[src/rtl/div_ratio_pkg.sv]
// Shared types and defaults for the divide-ratio control stage.
package div_ratio_pkg;
  localparam int NW_DEF        = 3;
  localparam int DEFAULT_N_DEF = 1;

  typedef enum logic [1:0] {
    IDLE  = 2'd0,
    ARMED = 2'd1,
    HOLD  = 2'd2
  } state_e;
endpackage

[src/rtl/div_ratio_fifo.sv]
// Synchronous request FIFO (DEPTH x NW); pointers wrap modulo DEPTH, level counts 0..DEPTH.
module div_ratio_fifo #(
  parameter  int DEPTH = 4,
  parameter  int NW    = 3,
  localparam int AW    = $clog2(DEPTH),
  localparam int LW    = AW + 1
) (
  input  logic          clk,
  input  logic          reset,
  input  logic          push,
  input  logic          pop,
  input  logic [NW-1:0] din,
  output logic [NW-1:0] dout,
  output logic          full,
  output logic          empty,
  output logic [LW-1:0] level
);
  logic [NW-1:0] mem_q [DEPTH];
  logic [NW-1:0] mem_d [DEPTH];
  logic [AW-1:0] wr_ptr_q, wr_ptr_d, rd_ptr_q, rd_ptr_d;
  logic [LW-1:0] level_q, level_d;
  logic          do_push, do_pop;

  assign full  = (level_q == LW'(DEPTH));
  assign empty = (level_q == '0);
  assign level = level_q;
  assign dout  = mem_q[rd_ptr_q];

  always_comb begin
    mem_d    = mem_q;
    wr_ptr_d = wr_ptr_q;
    rd_ptr_d = rd_ptr_q;
    // A push on a full FIFO is refused even when a pop frees a slot this cycle.
    do_push  = push & ~full;
    do_pop   = pop & ~empty;
    if (do_push) begin
      mem_d[wr_ptr_q] = din;
      wr_ptr_d        = wr_ptr_q + AW'(1);
    end
    if (do_pop) rd_ptr_d = rd_ptr_q + AW'(1);
    level_d = level_q + LW'(do_push) - LW'(do_pop);
  end

  always_ff @(posedge clk) begin
    if (reset) begin
      wr_ptr_q <= '0;
      rd_ptr_q <= '0;
      level_q  <= '0;
    end else begin
      wr_ptr_q <= wr_ptr_d;
      rd_ptr_q <= rd_ptr_d;
      level_q  <= level_d;
    end
  end

  always_ff @(posedge clk) begin
    mem_q <= mem_d;
  end
endmodule

[src/rtl/div_ratio_ctrl.sv]
// Divide-ratio control: queues ratios and applies them on period boundaries after a hold.
// Optional macro DIV_RATIO_SKIP_SAME_EN: entries equal to the current ratio are dropped silently.
module div_ratio_ctrl
  import div_ratio_pkg::*;
#(
  parameter  int NW        = NW_DEF,
  parameter  int DEPTH     = 4,
  parameter  int HOLD_MIN  = 2,
  parameter  int DEFAULT_N = DEFAULT_N_DEF,
  localparam int LW        = $clog2(DEPTH) + 1
) (
  input  logic          ref_clk,
  input  logic          reset,
  input  logic          req_valid,
  output logic          req_ready,
  input  logic [NW-1:0] req_n,
  input  logic          period_tick,
  output logic [NW-1:0] n,
  output logic          n_update,
  output logic          busy,
  output logic          err_zero,
  output logic [LW-1:0] fifo_level
);
  localparam logic [NW-1:0] HOLD_SAT  = NW'(HOLD_MIN);
  localparam logic [NW-1:0] HOLD_LAST = NW'(HOLD_MIN - 1);

  state_e        state_q, state_d;
  logic [NW-1:0] n_q, n_d;
  logic [NW-1:0] hold_cnt_q, hold_cnt_d;
  logic          n_update_q, n_update_d;
  logic          err_zero_q, err_zero_d;

  logic          fifo_full, fifo_empty, fifo_pop;
  logic [NW-1:0] fifo_head;
  logic          accept, push, skip_same;

  assign req_ready = ~fifo_full;
  assign accept    = req_valid & req_ready;
  assign push      = accept & (req_n != '0);

  div_ratio_fifo #(.DEPTH(DEPTH), .NW(NW)) u_fifo (
    .clk   (ref_clk),
    .reset (reset),
    .push  (push),
    .pop   (fifo_pop),
    .din   (req_n),
    .dout  (fifo_head),
    .full  (fifo_full),
    .empty (fifo_empty),
    .level (fifo_level)
  );

`ifdef DIV_RATIO_SKIP_SAME_EN
  assign skip_same = (fifo_head == n_q);
`else
  assign skip_same = 1'b0;
`endif

  // Next state looks at the FIFO as it will be after this edge, so state IDLE
  // always means "empty and hold satisfied" and a fresh push is armed at once.
  always_comb begin
    state_d    = state_q;
    n_d        = n_q;
    hold_cnt_d = hold_cnt_q;
    n_update_d = 1'b0;
    fifo_pop   = 1'b0;
    err_zero_d = err_zero_q | (accept & (req_n == '0));
    unique case (state_q)
      IDLE: begin
        if (!fifo_empty || push) state_d = ARMED;
      end
      ARMED: begin
        if (period_tick && !fifo_empty) begin
          fifo_pop = 1'b1;
          if (!skip_same) begin
            n_d        = fifo_head;
            n_update_d = 1'b1;
            hold_cnt_d = '0;
          end
          if (!skip_same && HOLD_MIN > 0) state_d = HOLD;
          else if (fifo_level > LW'(1) || push) state_d = ARMED;
          else state_d = IDLE;
        end else if (fifo_empty && !push) begin
          state_d = IDLE;
        end
      end
      HOLD: begin
        if (period_tick) begin
          if (hold_cnt_q != HOLD_SAT) hold_cnt_d = hold_cnt_q + NW'(1);
          // The completing tick only releases the hold; switching waits for the next one.
          if (hold_cnt_q == HOLD_LAST || hold_cnt_q == HOLD_SAT)
            state_d = (!fifo_empty || push) ? ARMED : IDLE;
        end
      end
      default: state_d = IDLE;
    endcase
  end

  always_ff @(posedge ref_clk) begin
    if (reset) begin
      state_q    <= IDLE;
      n_q        <= NW'(DEFAULT_N);
      hold_cnt_q <= HOLD_SAT;
      n_update_q <= 1'b0;
      err_zero_q <= 1'b0;
    end else begin
      state_q    <= state_d;
      n_q        <= n_d;
      hold_cnt_q <= hold_cnt_d;
      n_update_q <= n_update_d;
      err_zero_q <= err_zero_d;
    end
  end

  assign n        = n_q;
  assign n_update = n_update_q;
  assign err_zero = err_zero_q;
  assign busy     = ~fifo_empty | (state_q != IDLE);
endmodule

[config.mk]
export PLATFORM = sky130hd
export DESIGN_NAME = div_ratio_ctrl
export DESIGN_NICKNAME = d
export VERILOG_FILES = /design/src/rtl/div_ratio_pkg.sv /design/src/rtl/div_ratio_fifo.sv /design/src/rtl/div_ratio_ctrl.sv
export SDC_FILE = /design/constraint.sdc
export NUM_CORES = 1
export LEC_CHECK = 0
export ABC_CLOCK_PERIOD_IN_PS = 5100
export BUFFER_PORTS_ARGS = -buffer_cell sky130_fd_sc_hd__buf_2
export CAP_MARGIN = 20
export CORE_AREA = 3 3 50 52
export CTS_BUF_LIST = sky130_fd_sc_hd__clkbuf_8
export CTS_CLUSTER_DIAMETER = 50
export DETAILED_ROUTE_END_ITERATION = 8
export DIE_AREA = 0 0 53 55
export MAX_ROUTING_LAYER = met4
export PLACE_DENSITY = 0.94
export SYNTH_ARGS = -nofsm -noshare
export SYNTH_HDL_FRONTEND = slang
export SYNTH_SLANG_ARGS = --single-unit
export TNS_END_PERCENT = 5
[constraint.sdc]
create_clock -name ref_clk -period 5.1 [get_ports ref_clk]
set_input_delay 0.51 -clock ref_clk [delete_from_list [all_inputs] [get_ports ref_clk]]
set_output_delay 0.51 -clock ref_clk [all_outputs]
set_load 0.03 [all_outputs]
* Yosys cells after proc, flatten, opt, wreduce, memory -nomap -nowiden
Index checks and enable logic that the tools add are counted.
** Cells by class
- Add/subtract/negate cells :: 5
- $lt $le $gt $ge :: 3
- Equality and inequality tests :: 12
- Mux-type cells :: 19
- Bitwise gates (word level) :: 11
- Reduce and logical (&&, ||, !) cells :: 16
** Operators with widths (count)
- 2-to-1 mux 3 bit :: 6
- bitwise mux 12 bit :: 1
- 2-to-1 mux 2 bit :: 5
- inequality test 2 bit, second input constant :: 5
- AND reduction 4 bit :: 2
- binary-select mux 3 bit (select 2 bit) :: 1
- demux 3 bit (select 2 bit) :: 1
- >= comparator 3 bit, second input constant :: 2
- logical NOT 3 bit :: 2
- inverter 2 -> 3 bit :: 2
- one-hot mux 2 bit (3 select lines) :: 1
- one-hot mux 3 bit (2 select lines) :: 1
- AND 1 bit :: 5
- adder 2 x 1 -> 2 bit, second input constant :: 2
- nonzero test 2 bit :: 2
- adder 3 x 1 -> 3 bit :: 1
- adder 3 x 1 -> 3 bit, second input constant :: 1
- == test 3 x 1 -> 1 bit, second input constant :: 1
- == test 3 x 2 -> 1 bit, second input constant :: 1
- == test 3 bit, second input constant :: 1
- logical AND 1 bit :: 3
- less-than comparator 3 x 1 -> 1 bit, second input constant :: 1
- 2-to-1 mux 1 bit :: 3
- inequality test 3 x 2 -> 1 bit, second input constant :: 1
- other kinds (11) :: 15
** Storage, ports and cells
- Flip-flop bits (word level) :: 29
- Output and inout port bits :: 10

* Logic depth before layout (Yosys ltp)
- Word-level depth :: 9
- Gate-level depth with buffers :: 10
- Depth with buffers taken out :: 9

* Cells and area by module
From an unflattened synthesis, not the netlist that was laid out.
** Unflattened totals
- Cell total of the unflattened synthesis :: 119
- Area total of the unflattened synthesis :: 1345.0 um^2
** By module, submodules not included
- div_ratio_fifo :: instances 1, cells an instance 63, area an instance 862.1 um^2, seq. area each 500.5 um^2
- div_ratio_ctrl :: instances 1, cells an instance 56, area an instance 483.0 um^2, seq. area each 200.2 um^2

* Worst setup path before layout
OpenSTA, ideal clock, no wires.
- Path type :: reg-to-reg
- From :: register u_fifo.level_q[2] (netlist: u_fifo.level[2])
- To :: register u_fifo.level_q[2] (netlist: u_fifo.level[2])
- Setup time :: 0.128 ns
- Arrival time :: 2.258 ns
- Required time :: 4.972 ns
- Setup slack :: 2.714 ns
- Stages on the path, launching flop included :: 9
- Buffers on the path :: 1
- Clock period less this slack :: 2.386 ns
- Cells stage by stage :: dfxtp_1 or3b_4 and3_4 buf_6 ha_1 fa_1 xnor2_1 xnor2_1 nor2_1
** On the way
- Longest elaborated chain between the ends :: 7
** Ends and longest elaborated chain
- from (decl) :: line div_ratio_fifo.sv:21 : logic [LW-1:0] level_q, level_d;
- from (signal assigned) :: line div_ratio_fifo.sv:52 : level_q <= level_d;
- == test 3 bit * :: line div_ratio_fifo.sv:24 : assign full = (level_q == LW'(DEPTH));
- inverter 1 bit * :: line div_ratio_ctrl.sv:37 : assign req_ready = ~fifo_full;
- via req_ready :: line div_ratio_ctrl.sv:15 : output logic req_ready,
- AND 1 bit :: line div_ratio_ctrl.sv:38 : assign accept = req_valid & req_ready;
- AND 1 bit :: line div_ratio_ctrl.sv:39 : assign push = accept & (req_n != '0);
- AND 1 bit * :: line div_ratio_fifo.sv:34 : do_push = push & ~full;
- adder 3 x 1 -> 3 bit * :: line div_ratio_fifo.sv:41 : level_d = level_q + LW'(do_push) - LW'(do_pop);
- subtractor 3 x 1 -> 3 bit * :: line div_ratio_fifo.sv:41
The timed path passes the listed nets; every way through them passes the cells marked *.
A chain may end at the register's enable or synchronous reset.

* Worst setup path after layout
- From :: register u_fifo.level_q[1] (netlist: u_fifo.level[1])
- To :: register u_fifo.level_q[2] (netlist: u_fifo.level[2])
** On the way
- Longest elaborated chain between the ends :: 7
** Ends and longest elaborated chain (line)
- == test 3 bit / logical NOT 3 bit (equally long branches) :: div_ratio_fifo.sv:24, div_ratio_fifo.sv:25
- inverter 1 bit / logical NOT 1 bit (equally long branches) :: div_ratio_fifo.sv:34, div_ratio_ctrl.sv:37, div_ratio_ctrl.sv:73
- AND 1 bit / logical AND 1 bit (equally long branches) :: div_ratio_ctrl.sv:38, div_ratio_ctrl.sv:73
- AND 1 bit / 2-to-1 mux 1 bit (equally long branches) (2 in series)
- adder 3 x 1 -> 3 bit / AND 1 bit (equally long branches) :: div_ratio_fifo.sv:41, div_ratio_fifo.sv:35
- subtractor 3 x 1 -> 3 bit * :: div_ratio_fifo.sv:41
Every way passes the cells marked *; elsewhere a longest branch is shown, timed or not.

==> reports/qor.log <==
[status] result of the run finished clean
[floorplanning] die area 0.00292 mm2
[sta] Setup TNS 0 ps
[synthesis] cell type contributing the most total cell area after synthesis edfxtp_1
[sta] max-slew violation count 0
[sta] Max Freq 0.433 GHz
[routing] residual DRC count 0
[floorplanning] num ports 17
[sta] Rel. slew slack 73.6%
[clock_tree] post-CTS setup repair buffer count 0
[grt] initial antenna violation count 0
[power_and_ir_drop] worst IR drop on VDD 0.328 mV
[routing] Total Routed Length 2240 um
[synthesis] yosys synthesis warning count 0
[grt] all-layer global routing usage 19.5%
[synthesis] mean post-synth cell area 12.2 um2
[critical_path] crit path DAT 2460 ps
[grt] total grt overflow 0
[flow_run] max-capacitance violation count 0
[finish] Final Util 70.0%
[power_and_ir_drop] total leakage power 0.615 nW
[hold_path] class of the most critical hold timing path flip-flop to flip-flop
[clock_tree] number of buffers created by CTS 5
[critical_path] kind of end point of the critical path flip-flop
[clock_tree] clock insertion delay at the later pin of the skew report 270 ps
[synthesis] synthesized netlist cell count 108
[power_and_ir_drop] total power draw 0.676 mW
[sta] final-report setup violation count 0
[synthesis] sequential fraction of the synthesis area 53.0%
[placed_design] I/O Buffers 16
[clock_tree] clock tree from TritonCTS built
[critical_path] required arrival time at the worst endpoint 5250 ps
[placed_design] Routability Congestion 0.784
[sta] setup repair after global routing missed its margin no
[synthesis] ranking of synthesized cells by area edfxtp_1 27%, dfxtp_1 26%, ha_1 8.5%
[clock_tree] Sinks on Clock Net 29
[power_and_ir_drop] power per standard cell area 450 mW/mm2
[floorplanning] Die Y 55 um
[sta] transition time at the pin with the least slew margin 393 ps
[synthesis] post-synth cell types 32
[clock_tree] cell at the root of the clock tree clkbuf_8
[finish] P&R area growth vs syn 13.8%
[finish] share of layout cells above drive strength 1 21.5%
[clock_tree] Clock Path Buffers 2
[critical_path] sort of element at the start of the critical path flip-flop
[grt] vias in the first global route 792
[routing] first-pass iteration count of the detailed router 4
[sta] final period utilization 45.2%
[sta] number of hold violations in the final report 0
[clock_tree] Clock H-tree levels 2
[sta] clock period minus final worst setup slack 2310 ps
[sta] Worst Hold Slack 474 ps
[placed_design] HPWL Detailed 1680 um
[clock_tree] count of hold-fix buffers inserted at cts 0
[synthesis] synthesis-stage register bit count 29
[routing] detailed-route wire length per cell 14.2 um
[sta] worst setup skew after layout 2.83 ps
[critical_path] crit path max fanout 6
[floorplanning] Die Span X 53 um
[routing] residual antenna-violating net count after detailed routing 0
[clock_tree] register clock-pin slew on the reported worst setup and hold paths 60 ps
[critical_path] Crit Path Category flip-flop to flip-flop
[floorplanning] core region area 0.00215 mm2
[synthesis] post-synth design cell area 0.00132 mm2
[synthesis] total nets after synthesis 125
[routing] initial drt markers 12
[clock_tree] number of cells upsized or downsized after cts 0
[grt] first-pass GRT wire length 3640 um
[grt] pin count of the biggest net entering global routing 16
[floorplanning] effective utilization at floorplan 61.5%
[routing] detailed-route vias per instance 5.37
[finish] number of diodes added for antenna fixing 0
[synthesis] proportion of netlist area held by the largest area contributor 27.3%
[finish] final net count 146
[routing] detailed-route via count 849
[floorplanning] cell row count 17
## placed cells by master, fill, tap and decap left out, drive strengths merged, types with 2 or more instances in the layout
cell type and n:
nor3 3, clkbuf 5, buf 17, nand3b 2, a21oi 3, nor2 10, ha 9, and2 5
mux2i 5, nor2b 3, dfxtp 17, or3 3, xnor2 6, mux4 3, edfxtp 12, inv 12
## registers in the layout, summed over array words and instances (netlist names)
| signal | count |
|---|---|
| u_fifo.rd_ptr_q | 2 |
| hold_cnt_q | 3 |
| n_update | 1 |
| state_q | 2 |
| n | 3 |
| u_fifo.mem_q | 12 |
| u_fifo.wr_ptr_q | 2 |
| u_fifo.level | 3 |
| err_zero | 1 |
## path summary, 6_finish.rpt
check	slack, ps	cells after the start	start	endpoint
max reg2reg	2790	9	u_fifo.level[1]$_SDFF_PP0_	u_fifo.level[2]$_SDFF_PP0_
min	470	2	err_zero$_SDFF_PP0_	err_zero$_SDFF_PP0_
min reg2reg	470	2	err_zero$_SDFF_PP0_	err_zero$_SDFF_PP0_
max	2790	9	u_fifo.level[1]$_SDFF_PP0_	u_fifo.level[2]$_SDFF_PP0_
## through the flow
stage,area [um2],std cells,setup WS [ps]
after floorplan,1320,108,2710
after global placement,1420,150,2800
after detailed placement,1420,150,2730
after CTS,1500,158,2780
after global routing,1500,158,2660
final,1500,158,2790
## area by class of cell
cell class | instances | area, um2
flip-flops and latches | 29 | 701
fillers | 146 | 644
inverters | 10 | 37.5
well taps | 28 | 35.0
repair buffers | 17 | 87.6
multi-input cells | 66 | 563
clock inverters | 3 | 11.3
clock buffers | 5 | 68.8
## critical path, cell delays in order, from the launching register on
cell and delay (ps):
dfxtp_1 350, o31ai_1 410, nor3b_1 120, ha_1 300, inv_1 40, ha_1 180, fa_1 380, xnor2_1 190
xnor2_1 150, nor2_1 60
## Yosys cell counts (all sizes together)
| cell | n |
|---|---|
| o31ai | 1 |
| edfxtp | 12 |
| o311ai | 1 |
| nor3b | 1 |
| and3 | 1 |
| a211oi | 1 |
| a31oi | 1 |
| or3b | 1 |
| nor2b | 3 |
| dfxtp | 17 |
| ha | 9 |
| fa | 1 |
| nor4bb | 1 |
| nand3b | 2 |
| and2 | 5 |
| inv | 10 |
| nand2 | 1 |
| mux4 | 3 |
| xnor2 | 6 |
| mux2i | 5 |
| buf | 2 |
| a21oi | 3 |
| nor3 | 3 |
| nand3 | 1 |
| clkbuf | 1 |
| a21o | 1 |
| o211ai | 1 |
| or3 | 3 |
| or4bb | 1 |
| nor2 | 10 |
## routing by layer
metal / routed length, um / GRT usage, % / up-vias
li1: - / - / 421
met1: 983 / 22.1 / 407
met2: 1100 / 29.1 / 15
met3: 86 / 6.43 / 6
met4: 73 / 14.0 / 0
met5: 0 / - / -
## cell families (layout without fill, tap and decap cells)
group / after synthesis / after routing / share of synthesized area [%]
AND/OR/NAND/NOR: 33 / 33 / 14.9
AO/OA/AOI/OAI: 9 / 9 / 4.83
multiplexers: 8 / 8 / 8.90
flip-flops: 29 / 29 / 53.0
buffers and inverters: 13 / 35 / 4.36
adder cells (fa/ha/maj): 10 / 10 / 10.0
XOR/XNOR: 6 / 6 / 3.98
## where the power goes
group,internal [mW],switching [mW]
Sequential,0.274,0.0304
Combinational,0.0891,0.117
Clock,0.0905,0.0762
Power figures use the tool's default switching activity.
